`src/rtl/sr_input_conditioner.sv`:
```
// Turns two raw pushbuttons into clean, mutually exclusive Set/Reset pulses for
// a downstream SR latch: synchronise, debounce, edge-detect, then arbitrate.
module sr_input_conditioner #(
   parameter int DEBOUNCE_CYCLES = 16,
   parameter int PULSE_WIDTH     = 1
) (
   input  logic clk,
   input  logic rst,
   input  logic btn_set,
   input  logic btn_reset,
   output logic S,
   output logic R,
   output logic busy,
   output logic conflict
);

   localparam int CW   = $clog2(DEBOUNCE_CYCLES) + 1;
   localparam int PCW  = $clog2(PULSE_WIDTH) + 1;
   localparam logic [CW-1:0]  CNT_LAST  = CW'(DEBOUNCE_CYCLES - 1);
   localparam logic [PCW-1:0] PCNT_LOAD = PCW'(PULSE_WIDTH - 1);

   typedef enum logic [1:0] {
      IDLE,
      SET_PULSE,
      RESET_PULSE
   } state_t;

   // Channel index 0 = set, 1 = reset
   logic [1:0]         meta_q, sync_q;
   logic [1:0]         deb_q, deb_d, deb_prev_q;
   logic [1:0][CW-1:0] cnt_q, cnt_d;
   logic [1:0]         press;

   state_t             state_q;
   logic [PCW-1:0]     pcnt_q;
   logic               s_q, r_q, conflict_q;

   always_ff @(posedge clk or posedge rst) begin
      if (rst) begin
         meta_q <= '0;
         sync_q <= '0;
      end else begin
         meta_q <= {btn_reset, btn_set};
         sync_q <= meta_q;
      end
   end

   // Any sample matching the current level restarts the stability count.
   always_comb begin
      deb_d = deb_q;
      cnt_d = '0;
      for (int unsigned ch = 0; ch < 2; ch++) begin
         if (sync_q[ch] != deb_q[ch]) begin
            if (cnt_q[ch] == CNT_LAST) deb_d[ch] = sync_q[ch];
            else                       cnt_d[ch] = cnt_q[ch] + CW'(1);
         end
      end
   end

   always_ff @(posedge clk or posedge rst) begin
      if (rst) begin
         deb_q      <= '0;
         deb_prev_q <= '0;
         cnt_q      <= '0;
      end else begin
         deb_q      <= deb_d;
         deb_prev_q <= deb_q;
         cnt_q      <= cnt_d;
      end
   end

   assign press = deb_q & ~deb_prev_q;

   always_ff @(posedge clk or posedge rst) begin
      if (rst) begin
         state_q    <= IDLE;
         pcnt_q     <= '0;
         s_q        <= 1'b0;
         r_q        <= 1'b0;
         conflict_q <= 1'b0;
      end else begin
         conflict_q <= 1'b0;
         case (state_q)
            IDLE: begin
               if (press[0] && press[1]) begin
                  conflict_q <= 1'b1;
               end else if (press[0]) begin
                  state_q <= SET_PULSE;
                  s_q     <= 1'b1;
                  pcnt_q  <= PCNT_LOAD;
               end else if (press[1]) begin
                  state_q <= RESET_PULSE;
                  r_q     <= 1'b1;
                  pcnt_q  <= PCNT_LOAD;
               end
            end
            SET_PULSE: begin
               if (press[1]) conflict_q <= 1'b1;
               if (pcnt_q == '0) begin
                  state_q <= IDLE;
                  s_q     <= 1'b0;
               end else begin
                  pcnt_q <= pcnt_q - PCW'(1);
               end
            end
            RESET_PULSE: begin
               if (press[0]) conflict_q <= 1'b1;
               if (pcnt_q == '0) begin
                  state_q <= IDLE;
                  r_q     <= 1'b0;
               end else begin
                  pcnt_q <= pcnt_q - PCW'(1);
               end
            end
            default: begin
               state_q <= IDLE;
               s_q     <= 1'b0;
               r_q     <= 1'b0;
            end
         endcase
      end
   end

   assign S        = s_q;
   assign R        = r_q;
   assign busy     = s_q | r_q;
   assign conflict = conflict_q;

endmodule
```
`config.mk`:
```
export PLATFORM = sky130hd
export DESIGN_NAME = sr_input_conditioner
export DESIGN_NICKNAME = d
export VERILOG_FILES = /design/src/rtl/sr_input_conditioner.sv
export SDC_FILE = /design/constraint.sdc
export NUM_CORES = 1
export LEC_CHECK = 0
export ABC_AREA = 0
export ABC_CLOCK_PERIOD_IN_PS = 3500
export CAP_MARGIN = 10
export CORE_MARGIN = 1
export CORE_UTILIZATION = 30
export DETAILED_ROUTE_END_ITERATION = 8
export DONT_BUFFER_PORTS = 1
export PLACE_DENSITY_LB_ADDON = 0.25
export SYNTH_ARGS = -nofsm -noshare
export SYNTH_HDL_FRONTEND = slang
export SYNTH_SLANG_ARGS = --single-unit
```
`constraint.sdc`:
```
create_clock -name clk -period 3.5 [get_ports clk]
set_clock_uncertainty 0.2 [all_clocks]
set_input_delay 0.175 -clock clk [delete_from_list [all_inputs] [get_ports clk]]
set_output_delay 0.175 -clock clk [all_outputs]
set_load 0.01 [all_outputs]
```
==> results.py <==
metrics = {
    "outcome": {
        "status": "finished clean",
    },
    "floorplan": {
        "ios": 8,
        "die_y_um": 55.3,
        "start_util_pct": 32.9,
        "die_w_um": 55.3,
        "coreArea_um2": 2590,
        "dieArea_um2": 3060,
        "num_rows": 18,
    },
    "grt": {
        "antenna_found_initial": 0,
        "grt.total_usage_pct": 8.16,
        "grt_pass1_vias": 460,
        "grt_overflow": 0,
        "grt_pass1_wl_mm": 1.91,
        "grt_max_degree": 24,
    },
    "routing": {
        "drc_errors": 0,
        "dr.pass1.iters": 3,
        "wl_met1_um": 516,
        "drt-initial-drc-count": 5,
        "avgViaCountPerCell": 4.31,
        "routed_wl_mm": 1.04,
        "met3WireLength_um": 60,
        "top_layer": "met3",
        "route.vias.total": 448,
        "wl_met2_um": 464,
        "wl_per_cell_um": 10.0,
        "ant_nets": 0,
    },
    "synth": {
        "ys_ff_latch": 23,
        "yosysTopAreaCell": "dfrtp_1",
        "synthArstFlopShare_pct": 100,
        "synth_flop_cell": "dfrtp_1",
        "synth_xor_area_share_pct": 6.16,
        "synthTopCellsByCount": "dfrtp_1, nor2_1, xor2_1, inv_1, nand3_1",
        "synth_fp_nets": 73,
        "synth_area_per_cell_um2": 12.7,
        "yosys.area_share.adder_pct": 2.93,
        "yosysMostFrequentCell": "dfrtp_1",
        "synth_top_family_by_area": "simple AND/OR/NAND/NOR gates",
        "yosys.area_share.simple_pct": 13.8,
        "synth.distinct_cells": 19,
        "yosysWarnings": 0,
        "ys_seq_area_share_pct": 67.4,
        "synth.mux.area_fraction_pct": 3.81,
        "netlist_area_um2": 853,
        "synth_compound_area_share_pct": 3.67,
        "syn-instance-count": 67,
        "synth.area.top_cells": "dfrtp_1, xor2_1, nor2_1, ha_1, mux2_1",
        "netlist.area_leader.share_pct": 67.4,
        "synth_edf_count": 0,
    },
    "final_layout": {
        "area_growth_pct": 11.0,
        "num-nets-final": 81,
        "layout-drive-gt1-share_pct": 6.76,
        "final_area_um2": 947,
        "antenna_cells": 0,
    },
    "worst_setup_path": {
        "rr_worst_depth": 4,
        "worstPathRequired_ps": 3490,
        "critical_path_class": "reg2reg",
        "path_max_fanout": 3,
        "crit_path_end_kind": "flip-flop",
        "startpoint_type": "flip-flop",
        "cp.arrival_ps": 1450,
    },
    "power_and_ir_drop": {
        "p_seq_share_pct": 67.4,
        "powerDensity_nw_per_um2": 438,
        "switching_share_pct": 21.2,
        "p_clk_share_pct": 27.7,
        "power_switching_mw": 0.0882,
        "combPwrFrac_pct": 4.9,
        "internal-power_mw": 0.327,
        "peakVddDrop_mv": 0.362,
        "p_leak_nw": 0.494,
    },
    "clock_network": {
        "clock_latency_ps": 300,
        "clock_path_buffers": 2,
        "cts-resized-gates": 0,
        "cts_tree": "yes",
        "clock_sinks": 23,
        "clk_pin_slew_ps": 110,
        "cts-root-buf": "clkbuf_4",
        "cts_inserted_buffers": 3,
        "cts-htree-levels": 1,
    },
    "sta": {
        "tightest_slew_ps": 825,
        "setup-violations-final": 0,
        "drv_slew": 0,
        "final_hold_viol_count": 0,
        "slew-limit-headroom_pct": 45.0,
        "min_period_ps": 1460,
        "rsz0062_at_grt": "false",
        "finalSetupTns_ps": 0,
        "fmax_mhz": 687,
        "fin_crit_sh_pct": 41.6,
    },
    "placement": {
        "placement.io_buffers": 0,
        "gp_congestion": 0.669,
        "postPlaceCellArea_um2": 891,
        "dp_hpwl_um": 753,
    },
    "min_path": {
        "min_path_cells": 0,
        "hold_path.class": "reg2reg",
    },
    "run": {
        "maxCapViolations": 0,
    },
}
## cell type report
cell class / count / area [um2]
inverter: 5 / 18.8
clock buffer: 4 / 26.3
timing repair buffer: 3 / 30.0
tap: 30 / 37.5
fill: 253 / 1640
multi-input combinational: 39 / 259
sequential: 23 / 576
## per-layer routing
layer	vias up	track usage (%)
li1	233	-
met1	204	10.4
met2	11	11.7
met3	0	4.92
met4	0	2.14
met5	-	0
## state kept, by name, indices dropped and copies added (netlist names)
signal      count
cnt_q          10
deb_prev_q      2
deb_q           2
meta_q          2
state_q         2
sync_q          2
R               1
S               1
conflict        1
## per-stage QoR
stage / power (mW) / hold WS, ps / worst slack [ps] / std cells / utilization, %
floorplan: 0.299 / -23.1 / 2140 / 67 / -
global placement: 0.303 / 6.48 / 2080 / 97 / 34.4
detailed placement: 0.304 / 6.47 / 2060 / 97 / 34.4
CTS: 0.426 / 162 / 2040 / 104 / 36.6
global route: 0.438 / 172 / 1960 / 104 / 36.6
finish: 0.415 / 159 / 2040 / 104 / 36.6
## critical path: stages, from the launching register on
cell	delay, ps
dfrtp_1	390
ha_1	190
nand3_1	120
nor2_1	130
mux2_1	330
## power groups by stage
stage	Clock, mW	Sequential, mW	Combinational, mW
2_1_floorplan	0	0.284	0.0154
3_3_place_gp	0	0.285	0.0183
3_5_place_dp	0	0.285	0.0190
4_1_cts	0.124	0.280	0.0214
5_1_grt	0.133	0.281	0.0246
6_report	0.115	0.280	0.0205
## cells in the final DEF (no fill, tap or decap)
cell type and n:
dfrtp_1 23, nor2_1 10, xor2_1 6, inv_1 5, nand3_1 4, clkbuf_4 3
dlygate4sd3_1 3, o21ai_1 2, and2_1 2, and3_1 2, mux2_1 2, ha_1 2
nand2b_1 1, nor2b_1 1, or3_4 1, mux2i_1 1, o21a_1 1, nand2_1 1
a21oi_2 1, nand3b_1 1, a21oi_1 1, clkbuf_1 1
## kinds of logic after synthesis
kind of cell,count (synthesis)
compound gates,5
flops,23
fa+ha+maj,2
mux,3
simple gates,23
buf+inv,5
xor+xnor,6
## path summary, 6_finish.rpt
kind,start,end,slack (ps)
max,cnt_q[5],deb_q[1],2040
min,meta_q[0],sync_q[0],160
max reg2reg,cnt_q[5],deb_q[1],2040
min reg2reg,meta_q[0],sync_q[0],160
max in group asynchronous,rst,deb_q[0],2320
min in group asynchronous,rst,deb_prev_q[0],270
## what timing repair did
item	CTS	global route
setup buffers	0	0
endpoints found under the setup margin	0	0
hold buffers	3	0
endpoints found under the hold margin	25	0
Power figures use the tool's default switching activity.
